## src/rtl/i2s_frame_tx.sv

```systemverilog
// I2S transmitter: one stereo pair per 128-strobe frame on SCLK/LRCK/SDOUT.
// Single-pair input buffer; sticky underrun when a frame starts empty.
module i2s_frame_tx #(
  parameter int WIDTH = 24
) (
  input  logic             CLK_100M,
  input  logic             RST_N,
  input  logic             ENA_HALF,
  input  logic [WIDTH-1:0] IN_L,
  input  logic [WIDTH-1:0] IN_R,
  input  logic             IN_VALID,
  output logic             IN_READY,
  output logic             SCLK,
  output logic             LRCK,
  output logic             SDOUT,
  output logic             FRAME_START,
  output logic             UNDERRUN
);

  logic [6:0]       hcnt;
  logic [6:0]       hcnt_nx;
  logic [5:0]       slot;
  logic [4:0]       sbit;
  logic [4:0]       sidx;
  logic [31:0]      word_al;
  logic             bit_nx;
  logic             fs;
  logic             accept;
  logic [WIDTH-1:0] lw;
  logic [WIDTH-1:0] rw;
  logic [WIDTH-1:0] buf_l;
  logic [WIDTH-1:0] buf_r;
  logic             buf_full;

  // Next half-period position and the data bit for the upcoming slot.
  // The word is left-aligned in 32 bits so slot s reads bit 32-s;
  // slots past WIDTH fall into the zero padding.
  always_comb begin
    hcnt_nx = hcnt + 7'd1;
    slot    = hcnt_nx[6:1];
    sbit    = slot[4:0];
    sidx    = 5'd0 - sbit;
    word_al = {(slot[5] ? rw : lw), {(32-WIDTH){1'b0}}};
    bit_nx  = (sbit != 5'd0) && word_al[sidx];
    fs      = ENA_HALF && (hcnt == 7'd127);
    accept  = IN_VALID && !buf_full;
  end

  assign IN_READY = ~buf_full;

  // Bit-clock counter and registered serial outputs.
  always_ff @(posedge CLK_100M) begin
    if (!RST_N) begin
      hcnt        <= 7'd127;
      SCLK        <= 1'b0;
      LRCK        <= 1'b1;
      SDOUT       <= 1'b0;
      FRAME_START <= 1'b0;
      UNDERRUN    <= 1'b0;
    end else begin
      FRAME_START <= fs;
      if (ENA_HALF) begin
        hcnt <= hcnt_nx;
        SCLK <= hcnt_nx[0];
        if (!hcnt_nx[0]) begin
          LRCK  <= slot[5];
          SDOUT <= bit_nx;
        end
      end
      if (fs && !buf_full) begin
        UNDERRUN <= 1'b1;
      end
    end
  end

  // Input buffer and per-frame words; a frame start drains the buffer.
  always_ff @(posedge CLK_100M) begin
    if (!RST_N) begin
      buf_full <= 1'b0;
      buf_l    <= '0;
      buf_r    <= '0;
      lw       <= '0;
      rw       <= '0;
    end else begin
      if (accept) begin
        buf_l    <= IN_L;
        buf_r    <= IN_R;
        buf_full <= 1'b1;
      end
      if (fs) begin
        if (buf_full) begin
          lw       <= buf_l;
          rw       <= buf_r;
          buf_full <= 1'b0;
        end else begin
          lw <= '0;
          rw <= '0;
        end
      end
    end
  end

endmodule

```

## config.mk

```make
export PLATFORM = sky130hd
export DESIGN_NAME = i2s_frame_tx
export DESIGN_NICKNAME = d
export VERILOG_FILES = /design/src/rtl/i2s_frame_tx.sv
export SDC_FILE = /design/constraint.sdc
export NUM_CORES = 1
export LEC_CHECK = 0
export CELL_PAD_IN_SITES_DETAIL_PLACEMENT = 0
export CELL_PAD_IN_SITES_GLOBAL_PLACEMENT = 1
export CORE_UTILIZATION = 40
export DETAILED_ROUTE_END_ITERATION = 8
export PLACE_DENSITY_LB_ADDON = 0.1
export SLEW_MARGIN = 20
export SYNTH_ARGS = -nofsm -noshare
export SYNTH_HDL_FRONTEND = slang
export SYNTH_SLANG_ARGS = --single-unit
```

## constraint.sdc

```tcl
create_clock -name CLK_100M -period 3 [get_ports CLK_100M]
set_input_delay 0.3 -clock CLK_100M [delete_from_list [all_inputs] [get_ports CLK_100M]]
set_output_delay 0.3 -clock CLK_100M [all_outputs]
set_load 0.005 [all_outputs]
```

==> metrics.md, run 1 <==
| Metric | Value |
|---|---|
| Status | complete, no violations |
| CORE AREA | 0.01094 mm^2 |
| Filler Cell Count | roughly 1000 |
| Detailed placement HPWL | 6567 um |
| H-tree levels | 3 |
| Hold Path Class | in2reg |
| Total GRT Usage | between 10% and 20% |
| Power Density | approximately 640 mW/mm^2 |
| Worst slew margin | between 60% and 70% |
| Worst r2r src | hcnt[0] |
| Delay-heaviest family, CP | adder cells |
| Area Overhead vs Synth | 20.72% |
| Die H | 108.2 um |
| Fin util | 49.79% |
| Final std cells w/o fill | 638 |
| End point of the critical path | SDOUT |
| Max cap viols | 0 |
| Global-route wire length before repair | roughly 16000 um |
| Seq cells post-synth | 109 |
| CTS buffer count | 9 |
| Worst Tran Pin Value | 0.5535 ns |
| Starting DRT DRC Count | around 120 |
| Crit path from | hcnt[0] |
| Final Cycle Share | 89.44% |
| Detail Route Antenna Nets | 0 |
| Final worst path period need | between 2 and 3 ns |
| RSZ-0062 raised after global routing | false |
| Peak VDD IR | 0.0004123 V |
| Yosys cell types | 54 |
| Number of synthesized flops with an enable pin | 0 |
| Via density per instance | just over 5 |
| Post-DP Area | between 0.005 and 0.006 mm^2 |
| DR DRC count | 0 |
| Number of top-level pins | 58 |
| CP arrival | 2.92 ns |
| Clock Path Buffers | 2 |
| Clock Tree Root | clkbuf_16 |
| Syn_nets | approximately 500 |
| CP required | between 3 and 4 ns |
| Buffers plus inverters on the worst setup path | 2 |
| Reg clk slew, reported paths | roughly 0.070 ns |
| FMAX | 0.3727 GHz |
| GPL Wtd Cong | just under 0.9 |
| YS warnings | 0 |
| Setup_tns | 0 ns |
| Pin count of the biggest net entering global routing | 50 |
| Worst setup SP type | register |
| Number of port buffers | 57 |
| Instance count of the mapped netlist | about 450 |
| Overflow after GRT | 0 |
| Final setup fails | 0 |
| Ys flop type | dfxtp_1 |
| PostCTS Resize Cnt | 0 |
| Worst reg-to-reg path cell count | 11 |
| Peak fanout along the critical path | 10 |
| Syn_area_per_cell | approximately 10 um^2 |
| Worst hold slack | between 0.3 and 0.4 ns |
| Skew final | slightly below 0.009 ns |
| Post-CTS Hold Fix Bufs | 0 |
| Setup slack, reg-to-reg | between 0.3 and 0.4 ns |
| Worst r2r dst | SDOUT |
| Sequential area share after synthesis | between 40% and 50% |
| Die area | 0.01171 mm^2 |
| Netlist Area Pre-Place | ~0.0045 mm^2 |
| Final Hold Vio Count | 0 |
| Slowest library cell on the worst path | ha_1 |
| Cell chain of the critical path | ha_1, inv_1, ha_1, buf_4, and4b_1, o21ai_0, o31a_1, o311ai_0, nor4_1, a211o_1, a2bb2oi_1 |
| Drt pass-1 iters | 4 |
| Ys async rst share | 0% |
| Placed Cells incl. Taps | between 600 and 700 |
| Vias | ~3300 |
| Post CTS Setup Buffer Count | 0 |
| Slowest stage delay, CP | approximately 0.58 ns |
| Layout cell share with drive strength beyond 1 | under 10% |
| DR WL/cell | 15.12 um |
| Total power draw | between 3 and 4 mW |
| P_leak | between 2 and 2.5 nW |
| N_diodes | 0 |
| Fin area | ~0.0054 mm^2 |
| Most frequent CP cell | ha_1 |
| Number of nets in the layout | between 500 and 600 |
| CTS tree | yes |
| Initial Util | approximately 41% |
| Core Rows | 38 |
| Kind of critical path | reg2reg |
| Setup ws final | 0.3167 ns |
| DRT Wirelength | around 9600 um |
| Number of antenna violations at the first check in global routing | 0 |
| Worst skew pair latency | 0.34 ns |
| Sink Count | roughly 110 |
| Vias in the first global route | 3127 |
| Pins over their slew limit | 0 |
| Die width | ~110 um |
| Pre-CTS setup slack | between 0.3 and 0.4 ns |
| Crit path depth | 11 |
| Kind of end point of the critical path | register |
## sequential cells by signal (all words and copies together), names as in the netlist
signal and count:
buf_full 1, rw 24, hcnt 7, buf_l 24, LRCK 1, SCLK 1, SDOUT 1, buf_r 24
lw 24, FRAME_START 1, UNDERRUN 1
## cell usage after synthesis, types with 5 or more instances
cell      count  area share (%)
a21boi_0     49             8.2
a22o_1       49             9.5
buf_2         8            0.89
clkbuf_1     22             1.8
dfxtp_1     109              48
mux2i_1       5             1.1
mux4_2        5             2.5
nand2_1     114             9.5
nand3_1       6            0.67
o21ai_0       5            0.55
xnor2_1       6             1.2
## layout by cell type, fill, tap and decap left out, types with 2 or more instances in the layout
cell type	n
nand3_1	6
dfxtp_1	109
inv_1	3
clkbuf_16	9
inv_6	2
nor3_1	4
xor2_1	3
ha_1	3
buf_4	9
a22o_1	49
and2_1	2
clkdlybuf4s50_1	56
nor2b_1	3
xnor2_1	6
clkbuf_8	3
nor4_1	2
a21boi_0	49
nand4_1	3
nor2_1	4
mux4_1	4
and3_1	2
a31oi_1	2
mux4_2	5
mux2_2	3
a21oi_1	4
nand2_1	114
mux2i_1	5
o21ai_0	5
## power by group
part | switching, mW | internal (mW) | leakage (nW)
clock network | 0.516 | 0.638 | 0.143
logic | 0.392 | 0.363 | 1.05
registers | 0.0790 | 1.52 | 0.888
total | 0.987 | 2.52 | 2.08
## per-layer routing
layer,GRT usage (%),share of wire (%),vias up
met3,3.677,3.7,11
met5,0,0,-
met1,23.13,48,1545
met4,8.317,2.2,0
li1,-,-,1679
met2,28.62,46,62
## layout make-up
cell class                 instances  area (um^2)  share of cell area, %
clock buffer                      13        270.3                  4.963
timing repair buffer              66        633.1                  11.63
inverter                           3        11.26                 0.2068
sequential                       109         2182                  40.07
clock inverter                     3        25.02                 0.4596
multi-input combinational        304         2148                  39.45
tap                              140        175.2                  3.217
## worst min-delay path by stage
| stage | to | cells after the start | slack, ns | startpoint |
|---|---|---|---|---|
| 3_3_place_gp | UNDERRUN | 1 | 0.45 | UNDERRUN |
| 2_1_floorplan | lw[11] | 1 | 0.44 | lw[11] |
| 3_5_place_dp | UNDERRUN | 1 | 0.45 | UNDERRUN |
| 4_1_cts | hcnt[3] | 2 | 0.40 | RST_N |
| 6_report | hcnt[3] | 2 | 0.39 | RST_N |
| 5_1_grt | hcnt[6] | 2 | 0.42 | RST_N |
## logic make-up after synthesis
| logic type | Yosys count | synth area share [%] |
|---|---|---|
| compound gates | 121 | 21.36 |
| simple gates | 150 | 15.03 |
| buf+inv | 40 | 4.161 |
| xor+xnor | 11 | 2.968 |
| fa+ha+maj | 3 | 0.8323 |
| mux | 19 | 7.268 |
| flops | 109 | 48.38 |
## worst reg2reg max path: cells and delay by family, from the launching register on
family          cells  cell delay (ns)
simple gates        2             0.42
buf+inv             2             0.33
flops               1             0.37
fa+ha+maj           2             0.90
compound gates      5             0.56
No activity file was read; power rests on OpenSTA's default activity.
==> run 2, diff against run 1 <==
--- a/config.mk
+++ b/config.mk
@@ -9,8 +9,9 @@
 export CELL_PAD_IN_SITES_GLOBAL_PLACEMENT = 1
 export CORE_UTILIZATION = 40
 export DETAILED_ROUTE_END_ITERATION = 8
-export PLACE_DENSITY_LB_ADDON = 0.1
+export PLACE_DENSITY = 0.82
 export SLEW_MARGIN = 20
 export SYNTH_ARGS = -nofsm -noshare
 export SYNTH_HDL_FRONTEND = slang
 export SYNTH_SLANG_ARGS = --single-unit
+export TNS_END_PERCENT = 1
==> run 2 against run 1 <==
Compared with the run above: combinational power is 1% higher; sequential share of layout area hardly changed; fmax is 0.90% lower; clock power hardly changed; hold slack better by 0.072 ns; final cell count is 0.16% higher; clock-buffer cell count is 1 lower; die area stayed put; setup slack worse by 0.024 ns; power is 1.0% lower; critical path depth is 2 lower; highest routed layer unchanged.
==> metrics.md, run 2 (synthesis gave the netlist of run 1 again) <==
| Metric | Value |
|---|---|
| P_leak | 2.077 nW (was 2.076 nW) |
| Kind of end point of the critical path | register (unchanged) |
| Peak VDD IR | 0.0002866 V (was 0.0004123 V) |
| RSZ-0062 raised after global routing | false (unchanged) |
| Commonest cells after routing, fill and taps aside | nand2_1 (114), dfxtp_1 (109), clkdlybuf4s50_1 (56) (unchanged) |
| Via density per instance | 5.266 (was 5.168) |
| Pre-CTS setup slack | 0.2898 ns (was 0.3074 ns) |
| Pin count of the biggest net entering global routing | 50 (unchanged) |
| Final Cycle Share | 90.26% (was 89.44%) |
| Post-DP Area | 0.005157 mm^2 (was 0.005150 mm^2) |
| Global-route wire length before repair | 15670 um (was 15940 um) |
| FMAX | 0.3693 GHz (was 0.3727 GHz) |
| Most common cell after layout, fill and taps aside | nand2_1 (unchanged) |
| Final setup fails | 0 (unchanged) |
| CORE AREA | 0.01094 mm^2 (unchanged) |
| Detailed placement HPWL | 6576 um (was 6567 um) |
| Worst r2r dst | SDOUT (unchanged) |
| CTS tree | yes (unchanged) |
| Detail Route Antenna Nets | 0 (unchanged) |
| Worst r2r src | hcnt[0] (unchanged) |
| Sink Count | 109 (unchanged) |
| DRT Wirelength | 9326 um (was 9645 um) |
| GPL Wtd Cong | 0.8545 (was 0.8896) |
| Hold Path Class | reg2reg (was in2reg) |
| Reg clk slew, reported paths | 0.07 ns (about the same) |
| PostCTS Resize Cnt | 0 (unchanged) |
| Cell chain of the critical path | ha_1, inv_1, ha_1, xor2_4, xnor2_4, mux4_1, mux2i_1, nor3_1, a2bb2oi_1 (was ha_1, inv_1, ha_1, buf_4, and4b_1, o21ai_0, o31a_1, o311ai_0, nor4_1, a211o_1, a2bb2oi_1) |
| DR WL/cell | 14.59 um (was 15.12 um) |
| Number of top-level pins | 58 (unchanged) |
| Die area | 0.01171 mm^2 (unchanged) |
| Setup ws final | 0.2923 ns (was 0.3167 ns) |
| Hold Path Stages | 1 (was 2) |
| Most frequent CP cell | ha_1 (unchanged) |
| Worst setup SP type | register (unchanged) |
| Fin area | 0.005444 mm^2 (was 0.005445 mm^2) |
| Status | complete, no violations (unchanged) |
| Peak fanout along the critical path | 8 (was 10) |
| Post CTS Setup Buffer Count | 0 (unchanged) |
| Final Hold Vio Count | 0 (unchanged) |
| Total GRT Usage | 17.00% (was 17.91%) |
| DR DRC count | 0 (unchanged) |
| Fin util | 49.78% (was 49.79%) |
| Clock Path Buffers | 2 (unchanged) |
| Power Density | 637.9 mW/mm^2 (was 644.2 mW/mm^2) |
| CP required | 3.22 ns (was 3.24 ns) |
| Layout cell share with drive strength beyond 1 | 9.018% (was 8.835%) |
| Area Overhead vs Synth | 20.69% (was 20.72%) |
| Starting DRT DRC Count | 169 (was 119) |
| Die width | 108.2 um (unchanged) |
| Total power draw | 3.472 mW (was 3.508 mW) |
| Worst min-delay path startpoint | buf_l[9] (was RST_N) |
| Max cap viols | 0 (unchanged) |
| Kind of critical path | reg2reg (unchanged) |
| Worst Hold Endpoint | lw[9] (was hcnt[3]) |
| Core Rows | 38 (unchanged) |
| Worst reg-to-reg path cell count | 9 (was 11) |
| Setup_tns | 0 ns (unchanged) |
| Clock Tree Root | clkbuf_16 (unchanged) |
| Vias | 3365 (was 3297) |
| CTS buffer count | 9 (unchanged) |
| Number of port buffers | 57 (unchanged) |
| Worst Tran Pin Value | 0.5558 ns (was 0.5535 ns) |
| N_diodes | 0 (unchanged) |
| Slowest library cell on the worst path | mux4_1 (was ha_1) |
| Slowest stage delay, CP | 0.59 ns (was 0.58 ns) |
| Number of antenna violations at the first check in global routing | 0 (unchanged) |
| H-tree levels | 3 (unchanged) |
| Setup slack, reg-to-reg | 0.29 ns (was 0.32 ns) |
| Drt pass-1 iters | 4 (unchanged) |
| Initial Util | 41.25% (unchanged) |
| Number of nets in the layout | 549 (was 548) |
| CP arrival | 2.93 ns (was 2.92 ns) |
| Vias in the first global route | 3213 (was 3127) |
| Filler Cell Count | 1030 (was 1043) |
| Overflow after GRT | 0 (unchanged) |
| Die H | 108.2 um (unchanged) |
| Skew final | 0.009126 ns (was 0.008942 ns) |
| Final worst path period need | 2.708 ns (was 2.683 ns) |
| Pins over their slew limit | 0 (unchanged) |
| Post-CTS Hold Fix Bufs | 0 (unchanged) |
| Worst slew margin | 62.94% (was 63.05%) |
| Worst skew pair latency | 0.34 ns (about the same) |
[run 2: how the worst max path moves through the flow]
stage,start,endpoint,slack [ns],cells past startpoint
after floorplan,hcnt[0],SDOUT,0.40,10
after global placement,hcnt[0],SDOUT,0.41,11
after detailed placement,hcnt[0],SDOUT,0.29,9
after CTS,hcnt[0],SDOUT,0.28,9
after global routing,hcnt[0],SDOUT,0.15,9
final,hcnt[0],SDOUT,0.29,9
[run 2: critical path: cells and delay by family, from the launching register on]
kind            cells  cell delay, ns
buf+inv             1            0.16
mux                 2            0.74
simple gates        1            0.07
flops               1            0.45
fa+ha+maj           2            0.57
compound gates      1            0.15
xor+xnor            2            0.44
[run 2: layout make-up]
class	count	area, um^2	area share (%)
inverters	3	11.26	0.2068
flip-flops and latches	109	2182	40.08
well taps	140	175.2	3.218
multi-input cells	304	2148	39.46
repair buffers	67	640.6	11.77
clock buffers	12	256.5	4.712
clock inverters	4	30.03	0.5516
[run 2: metal layers]
layer | track usage [%] | share of wire [%]
met2 | 28.16 | 47
met5 | 0 | 0
met3 | 3.134 | 3.3
met4 | 4.892 | 1.2
met1 | 22.52 | 49
[run 2: where the power goes]
part	switching [mW]	internal (mW)	total, mW
combinational	0.399	0.367	0.766
clock	0.507	0.612	1.12
sequential	0.0679	1.52	1.59
total	0.974	2.50	3.47
[run 2: metrics by stage]
step	instances	hold WS (ns)
final	639	0.4666
after global routing	639	0.4885
after CTS	639	0.4670
after detailed placement	623	0.4498
after global placement	623	0.4489
after floorplan	453	0.4406
==> run 3, diff against run 2 <==
--- a/config.mk
+++ b/config.mk
@@ -9,7 +9,7 @@
 export CELL_PAD_IN_SITES_GLOBAL_PLACEMENT = 1
 export CORE_UTILIZATION = 40
 export DETAILED_ROUTE_END_ITERATION = 8
-export PLACE_DENSITY = 0.82
+export PLACE_DENSITY = 0.78
 export SLEW_MARGIN = 20
 export SYNTH_ARGS = -nofsm -noshare
 export SYNTH_HDL_FRONTEND = slang
==> run 3 against run 2 <==
Compared with the run above: clock power barely moved; clock skew down 0.0021 ns; final area stayed put; sequential cell count unchanged; final cell count did not move; combinational power is 0.8% lower; via count shrank 2.1%; setup slack lost 0.0043 ns; critical path depth grew 2; die area unchanged; clock-buffer cell count shrank 3; sequential power is essentially flat; critical endpoint unchanged.
==> metrics.md, run 3 (synthesis gave the netlist of run 1 again) <==
| Metric | Value |
|---|---|
| Clk network pwr share | 32.0% (was 32.2%) |
| Detailed placement HPWL | 6594 um (was 6576 um) |
| Vias | 3296 (was 3365) |
| Drt pass-1 iters | 4 (unchanged) |
| Final Cycle Share | 90.40% (was 90.26%) |
| Pint | 2.454 mW (was 2.499 mW) |
| DR DRC count | 0 (unchanged) |
| FMAX | 0.3687 GHz (was 0.3693 GHz) |
| PostCTS Resize Cnt | 0 (unchanged) |
| Sink Count | 109 (unchanged) |
| Most frequent CP cell | ha_1 (unchanged) |
| Commonest cells after routing, fill and taps aside | nand2_1 (114), dfxtp_1 (109), clkdlybuf4s50_1 (57) (was nand2_1 (114), dfxtp_1 (109), clkdlybuf4s50_1 (56)) |
| Final setup fails | 0 (unchanged) |
| DRT Wirelength | 9428 um (was 9326 um) |
| Fin area | 0.005444 mm^2 (unchanged) |
| Hold Path Class | reg2reg (unchanged) |
| Setup_tns | 0 ns (unchanged) |
| Max cap viols | 0 (unchanged) |
| Core Rows | 38 (unchanged) |
| Detail Route Antenna Nets | 0 (unchanged) |
| Worst slew margin | 50.06% (was 62.94%) |
| Via density per instance | 5.158 (was 5.266) |
| Worst Tran Pin Value | 0.7468 ns (was 0.5558 ns) |
| Status | complete, no violations (unchanged) |
| Global-route wire length before repair | 15680 um (was 15670 um) |
| P_sw | 1.006 mW (was 973.6 uW) |
| Peak VDD IR | 0.0002713 V (was 0.0002866 V) |
| N_diodes | 0 (unchanged) |
| Vias in the first global route | 3178 (was 3213) |
| Final Hold Vio Count | 0 (unchanged) |
| Total GRT Usage | 17.51% (was 17.00%) |
| Post-DP Area | 0.005170 mm^2 (was 0.005157 mm^2) |
| CTS buffer count | 9 (unchanged) |
| Comb pwr share | 22.0% (was 22.1%) |
| CTS tree | yes (unchanged) |
| H-tree levels | 3 (unchanged) |
| Post-CTS Hold Fix Bufs | 0 (unchanged) |
| Sw Ratio | 29.08% (was 28.04%) |
| Layout cell share with drive strength beyond 1 | 9.018% (unchanged) |
| Peak fanout along the critical path | 8 (unchanged) |
| Pin count of the biggest net entering global routing | 50 (unchanged) |
| Slowest library cell on the worst path | ha_1 (was mux4_1) |
| Starting DRT DRC Count | 117 (was 169) |
| DR WL/cell | 14.75 um (was 14.59 um) |
| Die width | 108.2 um (unchanged) |
| Setup ws final | 0.2880 ns (was 0.2923 ns) |
| Worst reg-to-reg path cell count | 11 (was 9) |
| Kind of end point of the critical path | register (unchanged) |
| Kind of critical path | reg2reg (unchanged) |
| Post CTS Setup Buffer Count | 0 (unchanged) |
| CP arrival | 2.95 ns (was 2.93 ns) |
| Skew final | 0.007019 ns (was 0.009126 ns) |
| Area Overhead vs Synth | 20.69% (unchanged) |
| Number of top-level pins | 58 (unchanged) |
| Number of port buffers | 57 (unchanged) |
| Worst min-delay path startpoint | buf_l[2] (was buf_l[9]) |
| Hold Path Stages | 2 (was 1) |
| P_leak | 2.072 nW (was 2.077 nW) |
| Buffers plus inverters on the worst setup path | 2 (was 1) |
| Pre-CTS setup slack | 0.2858 ns (was 0.2898 ns) |
| Worst setup SP type | register (unchanged) |
| Setup slack, reg-to-reg | 0.29 ns (about the same) |
| Reg clk slew, reported paths | 0.07 ns (about the same) |
| Pins over their slew limit | 0 (unchanged) |
| Slowest stage delay, CP | 0.53 ns (was 0.59 ns) |
| Power Density | 635.7 mW/mm^2 (was 637.9 mW/mm^2) |
| Overflow after GRT | 0 (unchanged) |
| Clock Path Buffers | 2 (unchanged) |
| Delay-heaviest family, CP | adder cells (was multiplexers) |
| Sequential fraction of design power | 46.0% (was 45.7%) |
| Number of nets in the layout | 550 (was 549) |
| Initial Util | 41.25% (unchanged) |
| Worst Hold Endpoint | buf_l[2] (was lw[9]) |
| Most common cell after layout, fill and taps aside | nand2_1 (unchanged) |
| Worst r2r dst | SDOUT (unchanged) |
| CP required | 3.24 ns (was 3.22 ns) |
| Placed Cells incl. Taps | 624 (was 623) |
| GPL Wtd Cong | 0.8483 (was 0.8545) |
| CORE AREA | 0.01094 mm^2 (unchanged) |
| RSZ-0062 raised after global routing | false (unchanged) |
| Die area | 0.01171 mm^2 (unchanged) |
| Final std cells w/o fill | 639 (unchanged) |
| Final worst path period need | 2.712 ns (was 2.708 ns) |
| Number of antenna violations at the first check in global routing | 0 (unchanged) |
| Die H | 108.2 um (unchanged) |
| Worst skew pair latency | 0.35 ns (was 0.34 ns) |
| Worst r2r src | hcnt[0] (unchanged) |
| Filler Cell Count | 1007 (was 1030) |
| Clock Tree Root | clkbuf_16 (unchanged) |
| Cell chain of the critical path | ha_1, inv_1, ha_1, buf_4, nand3b_1, nor3_1, a41o_1, a22o_1, nor4_1, a211o_1, a2bb2oi_1 (was ha_1, inv_1, ha_1, xor2_4, xnor2_4, mux4_1, mux2i_1, nor3_1, a2bb2oi_1) |
-- run 3: changes by cell type in the layout (fill, tap and decap cells not counted), sizes merged --
cell | previous run | this run
clkinvlp | 1 | 2
inv | 4 | 5
clkbuf | 12 | 9
clkdlybuf4s50 | 56 | 57
-- run 3: layout make-up --
type                       instances  area (um^2)  area share [%]
sequential                       109         2182           40.08
inverter                           3        11.26          0.2068
clock inverter                     6        48.80          0.8963
clock buffer                       9        225.2           4.137
timing repair buffer              68        653.1           12.00
tap                              140        175.2           3.218
multi-input combinational        304         2148           39.46
-- run 3: how the worst max path moves through the flow --
stage	startpoint	endpoint	slack, ns	cells past startpoint
6_report	hcnt[0]	SDOUT	0.29	11
2_1_floorplan	hcnt[0]	SDOUT	0.40	10
3_5_place_dp	hcnt[0]	SDOUT	0.29	11
3_3_place_gp	hcnt[0]	SDOUT	0.37	11
4_1_cts	hcnt[0]	SDOUT	0.28	11
5_1_grt	hcnt[0]	SDOUT	0.05	11
-- run 3: worst reg2reg max path, cell delays in order, from the launching register on --
cell and delay [ns]:
dfxtp_1 0.37, ha_1 0.33, inv_1 0.11, ha_1 0.53, buf_4 0.23, nand3b_1 0.11
nor3_1 0.05, a41o_1 0.20, a22o_1 0.22, nor4_1 0.27, a211o_1 0.14, a2bb2oi_1 0.05
-- run 3: layer usage --
| layer | part of all wire, % | wire length [um] | GRT usage (%) | vias up |
|---|---|---|---|---|
| met4 | 2.4 | 228 | 8.121 | 0 |
| met3 | 4.1 | 390 | 3.918 | 17 |
| li1 | - | - | - | 1683 |
| met2 | 47 | 4394 | 28.03 | 74 |
| met5 | 0 | 0 | 0 | - |
| met1 | 47 | 4414 | 22.39 | 1522 |
-- run 3: power by group through the flow --
stage	logic (mW)	registers [mW]	clock network [mW]
4_1_cts	0.768	1.59	1.13
3_5_place_dp	0.765	1.63	0
2_1_floorplan	0.599	1.59	0
3_3_place_gp	0.750	1.62	0
6_report	0.760	1.59	1.11
5_1_grt	0.832	1.60	1.18
-- run 3: through the flow --
step                      utilization, %  power, mW  hold WS, ns
after floorplan                        -      2.186       0.4406
after global placement             47.28      2.374       0.4470
after detailed placement           47.28      2.392       0.4531
after CTS                          49.78      3.488       0.4704
after global routing               49.78      3.620       0.4795
final                              49.78      3.461       0.4655
==> patch, RTL diff (config.mk and constraints of run 1) <==
The parameter `WIDTH` goes from 24 to 16.
--- a/src/rtl/i2s_frame_tx.sv
+++ b/src/rtl/i2s_frame_tx.sv
@@ -3,3 +3,3 @@
 module i2s_frame_tx #(
-  parameter int WIDTH = 24
+  parameter int WIDTH = 16
 ) (
Interface: changed (resized IN_L and IN_R); port bits go from 58 to 42. No check against the original RTL was run, so the function may have changed too.
==> patch against run 1 <==
- power is 24% lower
- sequential cell count is 32 lower
- core utilization is 1.4 points lower
- synthesized cell count is 15% lower
- setup slack better by 0.092 ns
- synthesized area is 21% lower
- clock skew is 0.0029 ns higher
- count of clock-buffer cells in the layout is 2 lower
- critical path type unchanged
- clock power is 29% lower
- wire length is 18% lower
- highest routed layer unchanged
- cell area is 23% lower
==> patch: results <==
synthesis:
  async_reset_ff_share_pct: 0
  synth.area.top_cells: "dfxtp_1, nand2_1, a22o_1"
  ys_warn_count: 0
  synthCells: 385
  synthTopCellsByCount: "dfxtp_1, nand2_1, a21boi_0, a22o_1, clkbuf_1"
  synthFlopType: "dfxtp_1"
  ys_types: 56
  syn_nets: 424
  yosysSeqAreaShare_pct: 43.3
clock_network:
  cts_buffers: 9
  clockRootBuffer: "clkbuf_8"
  insertion_delay_ns: 0.35
  clockBufferDepth: 2
  post_cts_resize_count: 0
  htreeDepth: 3
  clkTransAtPathRegs_ns: 0.08
global_route:
  grt_pass1_wl_um: 12900
  grt_pass1_vias: 2553
  grtUsageTotal_pct: 18.3
  grt_max_degree: 33
routing:
  drt-initial-drc-count: 87
  wl_per_cell_um: 15.1
  vias: 2825
final_layout:
  final_util_pct: 48.4
  n_antenna_cell: 0
  nNetsFinal: 451
  drive_above_1_share_pct: 12.5
  final_cells: 525
  nFillCells: 860
setup_path:
  crit_path_max_fanout: 15
  cp_slowest_stage_delay_ns: 0.61
  slowest_stage: "or4b_2"
  reg2reg_setup_slack_ns: 0.41
  cp_data_arrival_time_ns: 2.83
  cp_top_family: "simple AND/OR/NAND/NOR gates"
placement:
  dp.final_hpwl_um: 5560
  placed_area_um2: 3990
  numPortBuffers: 41
  dp.cells: 509
  dp_slack_ns: 0.440
  gp_congestion: 0.855
power_and_ir_drop:
  ir_worst_vdd_mv: 0.271
  p_int_w: 0.00184
  power.leakage_nw: 1.61
sta:
  finClkSkew_ns: 0.0119
  slew_headroom_pct: 58.7
  max_freq_ghz: 0.386
hold_path:
  hp-class: "reg2reg"
status:
  status: "completed"
==> patch: through the flow <==
step                      total power (W)  hold WS [ns]
after global placement            0.00188         0.449
after global routing              0.00281         0.490
final                             0.00267         0.464
after detailed placement          0.00188         0.454
after floorplan                   0.00172         0.442
after CTS                         0.00270         0.469
==> patch: cell type report <==
cell class | count | area share, %
sequential | 77 | 36.7
clock inverter | 5 | 1.34
timing repair buffer | 51 | 11.6
tap | 108 | 3.22
multi-input combinational | 269 | 43.2
inverter | 4 | 0.357
clock buffer | 11 | 3.60
==> patch: power groups by stage <==
stage / combinational (W) / clock (W) / sequential, W
after floorplan: 0.000592 / 0 / 0.00113
after global placement: 0.000717 / 0 / 0.00116
after detailed placement: 0.000724 / 0 / 0.00116
after CTS: 0.000727 / 0.000834 / 0.00114
after global routing: 0.000796 / 0.000870 / 0.00114
final: 0.000721 / 0.000811 / 0.00114
==> patch: per-layer routing <==
layer  vias up  part of all wire (%)  global-route usage [%]
li1       1440                     -                       -
met1      1327                    52                    25.4
met2        45                    43                    27.6
met3        13                   2.8                    3.32
met4         0                   1.8                    8.09
met5         -                     0                       0
==> patch: cell families after synthesis <==
family	after synthesis	synth area share [%]
mux	16	6.32
compound gates	106	22.5
flops	77	43.3
buf+inv	39	5.83
fa+ha+maj	3	1.05
xor+xnor	8	1.97
simple gates	136	19.0
==> patch: path summary, 6_finish.rpt <==
kind	cells after the start	to	from
max	10	SDOUT$_SDFFE_PN0P_	hcnt[0]$_SDFFE_PN1P_
min	2	buf_l[5]$_SDFFE_PN0P_	buf_l[5]$_SDFFE_PN0P_
max reg2reg	10	SDOUT$_SDFFE_PN0P_	hcnt[0]$_SDFFE_PN1P_
min reg2reg	2	buf_l[5]$_SDFFE_PN0P_	buf_l[5]$_SDFFE_PN0P_
==> patch: tightest hold or removal path, stage by stage (launching register included) <==
cell and delay, ns:
dfxtp_1 0.31, nand2_1 0.04, a21boi_0 0.06
